===== config.mk =====
export PLATFORM = sky130hd
export DESIGN_NAME = ssd_scan_capture
export DESIGN_NICKNAME = d
export VERILOG_FILES = /design/src/rtl/ssd_pkg.sv /design/src/rtl/ssd_stable_filter.sv /design/src/rtl/ssd_scan_capture.sv
export SDC_FILE = /design/constraint.sdc
export NUM_CORES = 1
export LEC_CHECK = 0
export ABC_AREA = 1
export CORE_MARGIN = 8
export CORE_UTILIZATION = 25
export DETAILED_ROUTE_END_ITERATION = 8
export PLACE_DENSITY = 0.41
export RECOVER_POWER = 50
export SYNTH_ARGS = -nofsm -noshare
export SYNTH_HDL_FRONTEND = slang
export SYNTH_HIERARCHICAL = 1
export SYNTH_SLANG_ARGS = --single-unit
export TNS_END_PERCENT = 5

===== constraint.sdc =====
create_clock -name clock -period 3.7 [get_ports clock]
set_input_delay 1.11 -clock clock [delete_from_list [all_inputs] [get_ports clock]]
set_output_delay 1.11 -clock clock [all_outputs]
set_load 0.01 [all_outputs]

===== src/rtl/ssd_pkg.sv =====
// ----------------------------------------------------------------------------
// ssd_pkg
//
// Shared definitions for logic that reads back a multiplexed, active-low
// 7-segment display bus:
//   - segment patterns (bit order {a,b,c,d,e,f,g}, 0 = segment lit)
//   - digit codes for the non-numeric glyphs
//   - one-hot-low anode constants
//   - pure helpers: pattern -> code, anode word -> classification
// ----------------------------------------------------------------------------
package ssd_pkg;

    // Segment patterns, active low, {a,b,c,d,e,f,g}
    localparam logic [6:0] SEG_0     = 7'b0000001;
    localparam logic [6:0] SEG_1     = 7'b1001111;
    localparam logic [6:0] SEG_2     = 7'b0010010;
    localparam logic [6:0] SEG_3     = 7'b0000110;
    localparam logic [6:0] SEG_4     = 7'b1001100;
    localparam logic [6:0] SEG_5     = 7'b0100100;
    localparam logic [6:0] SEG_6     = 7'b0100000;
    localparam logic [6:0] SEG_7     = 7'b0001111;
    localparam logic [6:0] SEG_8     = 7'b0000000;
    localparam logic [6:0] SEG_9     = 7'b0000100;
    localparam logic [6:0] SEG_DASH  = 7'b1111110;
    localparam logic [6:0] SEG_BLANK = 7'b1111111;

    // Digit codes for the glyphs that are not decimal digits
    localparam logic [3:0] CODE_DASH  = 4'hA;
    localparam logic [3:0] CODE_BAD   = 4'hE;
    localparam logic [3:0] CODE_BLANK = 4'hF;

    // Anode enables, active low, one bit per digit position
    localparam logic [3:0] ANODE_D0   = 4'b1110;
    localparam logic [3:0] ANODE_D1   = 4'b1101;
    localparam logic [3:0] ANODE_D2   = 4'b1011;
    localparam logic [3:0] ANODE_D3   = 4'b0111;
    localparam logic [3:0] ANODE_NONE = 4'b1111;

    // Frame assembly states
    typedef enum logic {
        FRAME_EMPTY,
        FRAME_COLLECTING
    } frame_state_t;

    // Classification of an anode word
    typedef struct packed {
        logic       none;   // no digit enabled
        logic       multi;  // two or more digits enabled at once
        logic [1:0] idx;    // enabled digit index when exactly one is low
    } anode_info_t;

    // Map a segment pattern to its digit code; unknown patterns give CODE_BAD.
    function automatic logic [3:0] seg_decode(input logic [6:0] pattern);
        logic [3:0] code;
        // NOTE: every path of a combinational case needs a value (here via the
        // default arm), otherwise synthesis infers a latch to hold the old one.
        case (pattern)
            SEG_0:     code = 4'h0;
            SEG_1:     code = 4'h1;
            SEG_2:     code = 4'h2;
            SEG_3:     code = 4'h3;
            SEG_4:     code = 4'h4;
            SEG_5:     code = 4'h5;
            SEG_6:     code = 4'h6;
            SEG_7:     code = 4'h7;
            SEG_8:     code = 4'h8;
            SEG_9:     code = 4'h9;
            SEG_DASH:  code = CODE_DASH;
            SEG_BLANK: code = CODE_BLANK;
            default:   code = CODE_BAD;
        endcase
        return code;
    endfunction

    // Count the low anode bits and report which one is low when unique.
    function automatic anode_info_t anode_decode(input logic [3:0] anode_word);
        anode_info_t info;
        int unsigned lows;
        info = '0;
        lows = 0;
        for (int i = 0; i < 4; i++) begin
            if (!anode_word[i]) begin
                lows++;
                info.idx = 2'(i);
            end
        end
        info.none  = (lows == 0);
        info.multi = (lows > 1);
        return info;
    endfunction

    // Single-bit mask for a digit position
    function automatic logic [3:0] digit_bit(input logic [1:0] idx);
        return 4'b0001 << idx;
    endfunction

endpackage


===== src/rtl/ssd_stable_filter.sv =====
// ----------------------------------------------------------------------------
// ssd_stable_filter
//
// Synchronizes an asynchronous multi-bit word with a 2-flop chain and emits a
// single accept pulse once the synchronized word has been steady for SETTLE
// consecutive cycles. A held word fires only once; the filter re-arms only
// when the word changes. Also used to debounce push buttons.
//
// Latency: with din steady from edge 0, accept is high in the cycle ending at
// edge 2+SETTLE, so a consumer's registers update on that edge.
//
// Ports:
//   clock    in   system clock
//   reset_n  in   synchronous active-low reset
//   din      in   raw asynchronous word
//   dout     out  current synchronized word (valid with accept)
//   accept   out  one-cycle pulse, dout has been steady for SETTLE cycles
// ----------------------------------------------------------------------------
module ssd_stable_filter #(
    parameter int WIDTH  = 11,
    parameter int SETTLE = 16
) (
    input  logic             clock,
    input  logic             reset_n,
    input  logic [WIDTH-1:0] din,
    output logic [WIDTH-1:0] dout,
    output logic             accept
);

    localparam int CW = $clog2(SETTLE + 1);

    logic [WIDTH-1:0] sync1;
    logic [WIDTH-1:0] sync2;
    logic [WIDTH-1:0] word;    // last synchronized value, for change detect
    logic [CW-1:0]    cnt;     // cycles the word has been unchanged
    logic             armed;   // cleared after firing until the word changes

    // cnt reaches SETTLE-1 on the SETTLE-th steady cycle; firing here keeps the
    // consumer's update on the same edge the word completes its settle time.
    assign accept = armed && (sync2 == word) && (cnt == CW'(SETTLE - 1));
    assign dout   = word;

    always_ff @(posedge clock) begin
        // NOTE: sequential state uses non-blocking assignments so every flop
        // samples pre-edge values; blocking here would collapse the sync chain.
        if (!reset_n) begin
            sync1 <= '0;
            sync2 <= '0;
            word  <= '0;
            cnt   <= '0;
            armed <= 1'b1;
        end else begin
            sync1 <= din;
            sync2 <= sync1;
            if (sync2 != word) begin
                word  <= sync2;
                cnt   <= '0;
                armed <= 1'b1;
            end else if (accept) begin
                armed <= 1'b0;
            end else if (armed) begin
                cnt <= cnt + CW'(1);
            end
        end
    end

endmodule


===== src/rtl/ssd_scan_capture.sv =====
// ----------------------------------------------------------------------------
// ssd_scan_capture
//
// Receiving end of a multiplexed 7-segment display bus. Filters the anode and
// segment lines, decodes each accepted pattern to a 4-bit code per anode
// position, and publishes a coherent 4-digit snapshot every time the scan
// wraps back to an index at or below the last one collected. If no digit is
// accepted for TIMEOUT cycles the output is declared stale and blanked.
//
// Ports:
//   clock        in   system clock
//   reset_n      in   synchronous active-low reset
//   anode[3:0]   in   active-low digit enables (1110 = digit0 ... 0111 = digit3)
//   SSD[6:0]     in   active-low segments {a,b,c,d,e,f,g}
//   digits[15:0] out  published snapshot, digit k in bits [4k+3:4k]
//   digit_seen   out  mask of digits driven during the published scan
//   frame_valid  out  one-cycle pulse when digits/digit_seen update
//   seg_err      out  one-cycle pulse, accepted pattern not decodable
//   anode_err    out  one-cycle pulse, accepted anode had 2+ bits low
//   stale        out  level, no digit accepted within TIMEOUT cycles
// ----------------------------------------------------------------------------
module ssd_scan_capture
    import ssd_pkg::*;
#(
    parameter int SETTLE  = 16,
    parameter int TIMEOUT = 1000000
) (
    input  logic        clock,
    input  logic        reset_n,
    input  logic [3:0]  anode,
    input  logic [6:0]  SSD,
    output logic [15:0] digits,
    output logic [3:0]  digit_seen,
    output logic        frame_valid,
    output logic        seg_err,
    output logic        anode_err,
    output logic        stale
);

    localparam int TW = $clog2(TIMEOUT + 1);

    // ------------------------------------------------------------------
    // Input conditioning
    // ------------------------------------------------------------------
    logic [10:0] stable_word;
    logic        accept;

    ssd_stable_filter #(
        .WIDTH  (11),
        .SETTLE (SETTLE)
    ) u_filter (
        .clock   (clock),
        .reset_n (reset_n),
        .din     ({anode, SSD}),
        .dout    (stable_word),
        .accept  (accept)
    );

    // ------------------------------------------------------------------
    // Decode of the accepted word
    // ------------------------------------------------------------------
    anode_info_t ainfo;
    logic [3:0]  code;
    logic        digit_accept;

    assign ainfo        = anode_decode(stable_word[10:7]);
    assign code         = seg_decode(stable_word[6:0]);
    assign digit_accept = accept && !ainfo.none && !ainfo.multi;

    // ------------------------------------------------------------------
    // Frame assembly, timeout and registered outputs
    // ------------------------------------------------------------------
    frame_state_t state;
    logic [3:0]   work [4];   // working digit codes for the scan in progress
    logic [3:0]   wmask;      // digits written during the scan in progress
    logic [1:0]   last;       // highest index collected in this scan
    logic [TW-1:0] tcnt;      // cycles since the last accepted digit

    always_ff @(posedge clock) begin
        if (!reset_n) begin
            state       <= FRAME_EMPTY;
            wmask       <= '0;
            last        <= '0;
            // NOTE: the working array is only four nibbles, so it is reset
            // explicitly; a mid-frame reset must not leak old codes forward.
            for (int k = 0; k < 4; k++) begin
                work[k] <= CODE_BLANK;
            end
            tcnt        <= '0;
            stale       <= 1'b1;
            digits      <= 16'hFFFF;
            digit_seen  <= '0;
            frame_valid <= 1'b0;
            seg_err     <= 1'b0;
            anode_err   <= 1'b0;
        end else begin
            frame_valid <= 1'b0;
            seg_err     <= 1'b0;
            anode_err   <= 1'b0;

            if (accept && ainfo.multi) begin
                anode_err <= 1'b1;
            end

            if (digit_accept) begin
                seg_err        <= (code == CODE_BAD);
                work[ainfo.idx] <= code;
                tcnt           <= '0;
                stale          <= 1'b0;

                case (state)
                    FRAME_EMPTY: begin
                        wmask <= digit_bit(ainfo.idx);
                        last  <= ainfo.idx;
                        state <= FRAME_COLLECTING;
                    end
                    FRAME_COLLECTING: begin
                        if (ainfo.idx > last) begin
                            wmask <= wmask | digit_bit(ainfo.idx);
                            last  <= ainfo.idx;
                        end else begin
                            // Scan wrapped: publish the pre-write working set;
                            // this digit's new code starts the next frame.
                            digits      <= {work[3], work[2], work[1], work[0]};
                            digit_seen  <= wmask;
                            frame_valid <= 1'b1;
                            wmask       <= digit_bit(ainfo.idx);
                            last        <= ainfo.idx;
                        end
                    end
                    default: state <= FRAME_EMPTY;
                endcase
            end else if (tcnt != TW'(TIMEOUT)) begin
                // Saturating counter: the stale actions run once, on arrival.
                tcnt <= tcnt + TW'(1);
                if (tcnt == TW'(TIMEOUT - 1)) begin
                    stale      <= 1'b1;
                    digits     <= 16'hFFFF;
                    digit_seen <= '0;
                    state      <= FRAME_EMPTY;
                    wmask      <= '0;
                end
            end
        end
    end

endmodule

== After elaboration in Yosys (flattened, before gate mapping) ==
Memories as Yosys holds them, arrays and structs flattened.
Cells that the tools add are included.

* Memories kept: 1
* Input bits: 13
* Bits in writable memories: 16
* Logic and storage cells: 102
* Output and inout port bits: 24
* Register bits after elaboration: 90

{| class="wikitable"
|+ Memories
! memory !! words !! width !! read ports !! clocked after Yosys merged registers in !! write ports !! RTL line !! text
|-
| work || 4 || 4 || 4 || 0 || 4 || ssd_scan_capture.sv:74 || <nowiki>logic [3:0] work [4];</nowiki>
|}

* $add $sub $neg: 5
* Shift-type cells: 1
* Reduce and logical (&&, ||, !) cells: 19
* Bitwise gates (word level): 4
* Muxes and demuxes: 36
* Equality and inequality tests: 19
* $lt $le $gt $ge: 2

{| class="wikitable"
|+ Operators with widths
! kind !! number
|-
| $add 32x1->32 const B || 3
|-
| $mux 32 || 3
|-
| $mux 16 || 5
|-
| $pmux 4 s12 || 1
|-
| $gt 32x1->1 const B || 1
|-
| $logic_not 32->1 || 1
|-
| $mux 4 || 8
|-
| $eq 7x7->1 const B || 4
|-
| $add 20x1->20 const B || 1
|-
| $eq 20x20->1 const B || 1
|-
| $ne 20x20->1 const B || 1
|-
| $mux 1 || 15
|-
| $eq 7x3->1 const B || 2
|-
| $eq 7x6->1 const B || 2
|-
| $eq 11x11->1 || 1
|-
| $ne 11x11->1 || 1
|-
| $pmux 4 s2 || 1
|-
| $eq 7x1->1 const B || 1
|-
| $eq 7x4->1 const B || 1
|-
| $eq 7x5->1 const B || 1
|-
| $logic_not 7->1 || 1
|-
| $mux 2 || 3
|-
| $reduce_and 2->1 || 3
|-
| $add 5x1->5 const B || 1
|-
| 15 further kinds || 24
|}

== Logic depth before layout (Yosys ltp) ==
* Depth after elaboration: 16
* Depth in mapped cells: 19
* Gate-level depth less buffers: 18

== Hierarchy ==
The synthesis kept the hierarchy.

{| class="wikitable"
|+ Modules (own cells, without submodules)
! module !! area an instance (µm²) !! sequential area each (µm²) !! cells each !! instances
|-
| ssd_scan_capture || 3433.3 || 1501.4 || 456 || 1
|-
| ssd_stable_filter || 1432.6 || 780.7 || 187 || 1
|}

== Least setup slack after synthesis ==
OpenSTA, ideal clock, no wires.

* Path type: register -> register
* Start: reg u_filter.word[8] (netlist: u_filter/dout[8])
* End: mem work[0][0] (enable)
* Setup slack: 0.974 ns
* Period minus slack after synthesis: 2.726 ns
* Setup time: 0.361 ns
* Cell stages (with the launch flop): 14
* Arrival time: 2.365 ns
* Path buffers: 1
* Data required time: 3.339 ns
* Cells stage by stage: dfxtp_1 -> inv_1 -> ha_1 -> inv_1 -> nand2_1 -> and2_1 -> ha_1 -> or2_2 -> nand2_1 -> nand2_1 -> inv_2 -> nand2_2 -> buf_2 -> o21ai_0

{| class="wikitable"
|+ RTL lines
! element !! RTL line !! text
|-
| from (decl) || ssd_stable_filter.sv:34 || <nowiki>logic [WIDTH-1:0] word;</nowiki>
|-
| from (signal assigned) || ssd_stable_filter.sv:56 || <nowiki>word <= sync2;</nowiki>
|-
| to (decl) || ssd_scan_capture.sv:74 ||
|}

==> flow_summary.json <==
{
  "synth.lib_cells_used.distinct": 37,
  "grt_pass1_wl_um": 17200,
  "post_drt_wl_per_cell_um": 10.80,
  "synth-async-reset-ratio": 0,
  "yosys.area_share.simple": 0.3376,
  "clkSinkCount": 106,
  "fin_hold_ws_ns": 0.4115,
  "synth.avg_cell_area_sq_um": 7.568,
  "route.antenna.remaining_nets": 0,
  "top_level_ports": 37,
  "clock_latency_ns": 0.35,
  "crit_path_cell_trace": "inv_1 -> ha_1 -> inv_1 -> nand2_1 -> and2_0 -> ha_1 -> or2_2 -> nand2_1 -> nand2_1 -> inv_2 -> nand2_1 -> nor2_4 -> inv_4 -> nor2_4 -> nand2_1",
  "gr-usage-met2": 0.1363,
  "rsz0062_at_grt": "false",
  "grt_usage": 0.08794,
  "cap_violations": 0,
  "finClkSkew_ns": 0.009888,
  "worst-path-max-fanout": 13,
  "via_per_inst": 4.138,
  "count_of_buffers_from_port_buffering": 36,
  "timing_worst_setup_path_type": "reg2reg",
  "detailed_route_via_count": 3915,
  "startpoint_type": "flip-flop",
  "htreeDepth": 3,
  "postSynthRegisterBits": 106,
  "crit_arrival_ns": 3.24,
  "synth_seq_area_share": 0.4690,
  "grt-ovfl-total": 0,
  "relSlewSlack": 0.1080,
  "status": "completed",
  "synth-adder-area-share": 0.02314,
  "cts_post_setup_buffers_inserted": 0,
  "fp.dieW_um": 155.5,
  "dominantRegCellSynth": "dfxtp_1",
  "grt_use_met3": 0.02080,
  "final.setup.tns_ns": 0,
  "nFillCells": 2104,
  "insertedDiodeCount": 0,
  "netlist.top_cell.by_area": "dfxtp_1",
  "critPathCaptureType": "flip-flop",
  "dp.final_hpwl_um": 7664,
  "core_area_sq_um": 19270,
  "postSynthCellCount": 643,
  "area_growth_syn_to_layout_pct": 18.13,
  "clock_tree.root_cell": "clkbuf_16",
  "hp-class": "reg2reg",
  "cells_resized_by_post_cts_repair": 0,
  "gr-max-usage-layer": "met2",
  "leading_post_synthesis_cells_by_cell_area": "dfxtp_1 37%, nand2_1 12%, edfxtp_1 9.9%",
  "finalMaxSlewViolations": 0,
  "cellLeakagePower_nw": 2.418,
  "worst_path_max_delay_cell": "dfxtp_1",
  "gpl.final_weighted_congestion": 0.8322,
  "tritoncts": "done",
  "required_time_worst_endpoint_ns": 3.80,
  "die-area_sq_um": 24180,
  "grt_util_met1": 0.1112,
  "synth.net_count": 665,
  "yosysWarnings": 6,
  "synth_top_cell_area_share": 0.3703,
  "die_height_um": 155.5,
  "synth_enable_flop_cells": 16,
  "detailedRoute.firstPassIterationCount": 5,
  "finalWirelength_um": 10220,
  "grt_antenna_before_repair": 0,
  "maximum_resistive_drop_on_vdd_v": 0.0001937,
  "layout_min_cycle_time_ns": 3.143,
  "pwrdens_nw_per_um2": 386.7,
  "clock_path_buffers": 2,
  "finalSetupViolations": 0,
  "max_slew.worst_pin.slew_ns": 1.338,
  "synth_compound_gate_area_share": 0.04474,
  "detail_route.drc_violations": 0,
  "finalCritPeriodShare": 0.8495,
  "holdBufCountCts": 0,
  "synth_mux_area_frac": 0,
  "cts_buffers": 9,
  "design.final.nets": 698,
  "final_layout_size_suffix_gt1_frac": 0.06167,
  "number_of_global_route_vias_before_repair": 3580,
  "initialDrtViolationCount": 132,
  "grt_max_degree": 35,
  "placement_rows": 51,
  "clkTransAtPathRegs_ns": 0.07,
  "syn_std_cell_area_sq_um": 4866,
  "post-synth-top-count-cell": "nand2_1",
  "final_hold_viol_count": 0,
  "synth_top_family_by_area": "simple AND/OR/NAND/NOR gates",
  "critical_path.most_common_cell": "nand2_1",
  "largest_stage_delay_on_the_critical_path_ns": 0.39,
  "initial_core_util": 0.2525,
  "maxClockFrequency_mhz": 318.1,
  "synthTopCellsByCount": "161 x nand2_1, 98 x inv_1, 90 x dfxtp_1, 70 x nand3_1, 56 x nor2_1",
  "yosys.area_share.xor_xnor": 0.02160
}
per-stage QoR:
stage / total power (W) / cells / util / setup WS, ns / instance area (sq um)
2_1_floorplan: 0.001310 / 643 / - / 0.9739 / 4866
3_3_place_gp: 0.001345 / 930 / 0.2842 / 0.8370 / 5478
3_5_place_dp: 0.001346 / 930 / 0.2842 / 0.7375 / 5478
4_1_cts: 0.002269 / 946 / 0.2986 / 0.7282 / 5754
5_1_grt: 0.002326 / 946 / 0.2983 / 0.2654 / 5748
6_report: 0.002223 / 946 / 0.2983 / 0.5568 / 5748
power by group:
group / internal [W] / switching, W
logic: 0.0000424 / 0.0000748
registers: 0.00118 / 0.0000142
clock network: 0.000460 / 0.000446
total: 0.00169 / 0.000535
cell usage in the layout (no fill, tap or decap), types with 2 or more instances in the layout:
master,n
nand2_1,162
inv_1,98
dfxtp_1,90
nand3_1,70
nor2_1,56
dlygate4sd3_1,24
o21ai_0,20
nand3b_1,19
a21oi_1,16
edfxtp_1,16
nor3_1,14
clkdlybuf4s50_1,11
nand4_1,10
ha_1,9
clkbuf_16,9
nor2_4,6
xnor2_1,6
xor2_1,6
inv_2,4
buf_4,4
nor4_1,3
nor2_2,2
nand2_2,2
nand3_4,2
inv_6,2
clkinvlp_4,2
clkinv_2,2
logic make-up (layout without fill, tap and decap cells):
family                   count (synthesis)  in the layout
AO/OA/AOI/OAI                           41             41
XOR/XNOR                                12             12
adder cells (fa/ha/maj)                  9              9
buffers and inverters                  123            161
flip-flops                             106            106
AND/OR/NAND/NOR                        352            352
cell type report:
| type | instances | area (sq um) | area share |
|---|---|---|---|
| sequential | 106 | 2282 | 0.3970 |
| timing repair buffer | 41 | 389.1 | 0.06770 |
| multi-input combinational | 414 | 2076 | 0.3611 |
| clock buffer | 9 | 225.2 | 0.03918 |
| inverter | 104 | 392.9 | 0.06835 |
| tap | 265 | 331.6 | 0.05768 |
| clock inverter | 7 | 51.30 | 0.008925 |
layer usage:
metal,share of wire,vias to the layer above
li1,-,2102
met1,0.50,1740
met2,0.44,59
met3,0.039,14
met4,0.022,0
met5,0,-
worst paths after layout:
kind,from,endpoint,slack (ns),cells after the start
setup reg to reg,u_filter/dout[8],work[2][0],0.56,15
setup / recovery,u_filter/dout[8],work[2][0],0.56,15
hold / removal,u_filter/sync1[4],u_filter/sync2[4],0.41,2
hold reg to reg,u_filter/sync1[4],u_filter/sync2[4],0.41,2
registers in the layout, indices dropped and copies added, names as in the netlist, 4 cells and up:
name,flops
tcnt,20
digits,16
work,16
u_filter/dout,11
u_filter/sync1,11
u_filter/sync2,11
u_filter/cnt,5
digit_seen,4
wmask,4
critical path, delay by kind of cell, from the launching register on:
family / cells / cell delay [ns]
DFF: 1 / 0.39
buffers and inverters: 4 / 0.38
adders and majority gates: 2 / 0.60
and+or+nand+nor: 9 / 1.51
Note: power is estimated with default switching activity, not from simulation.
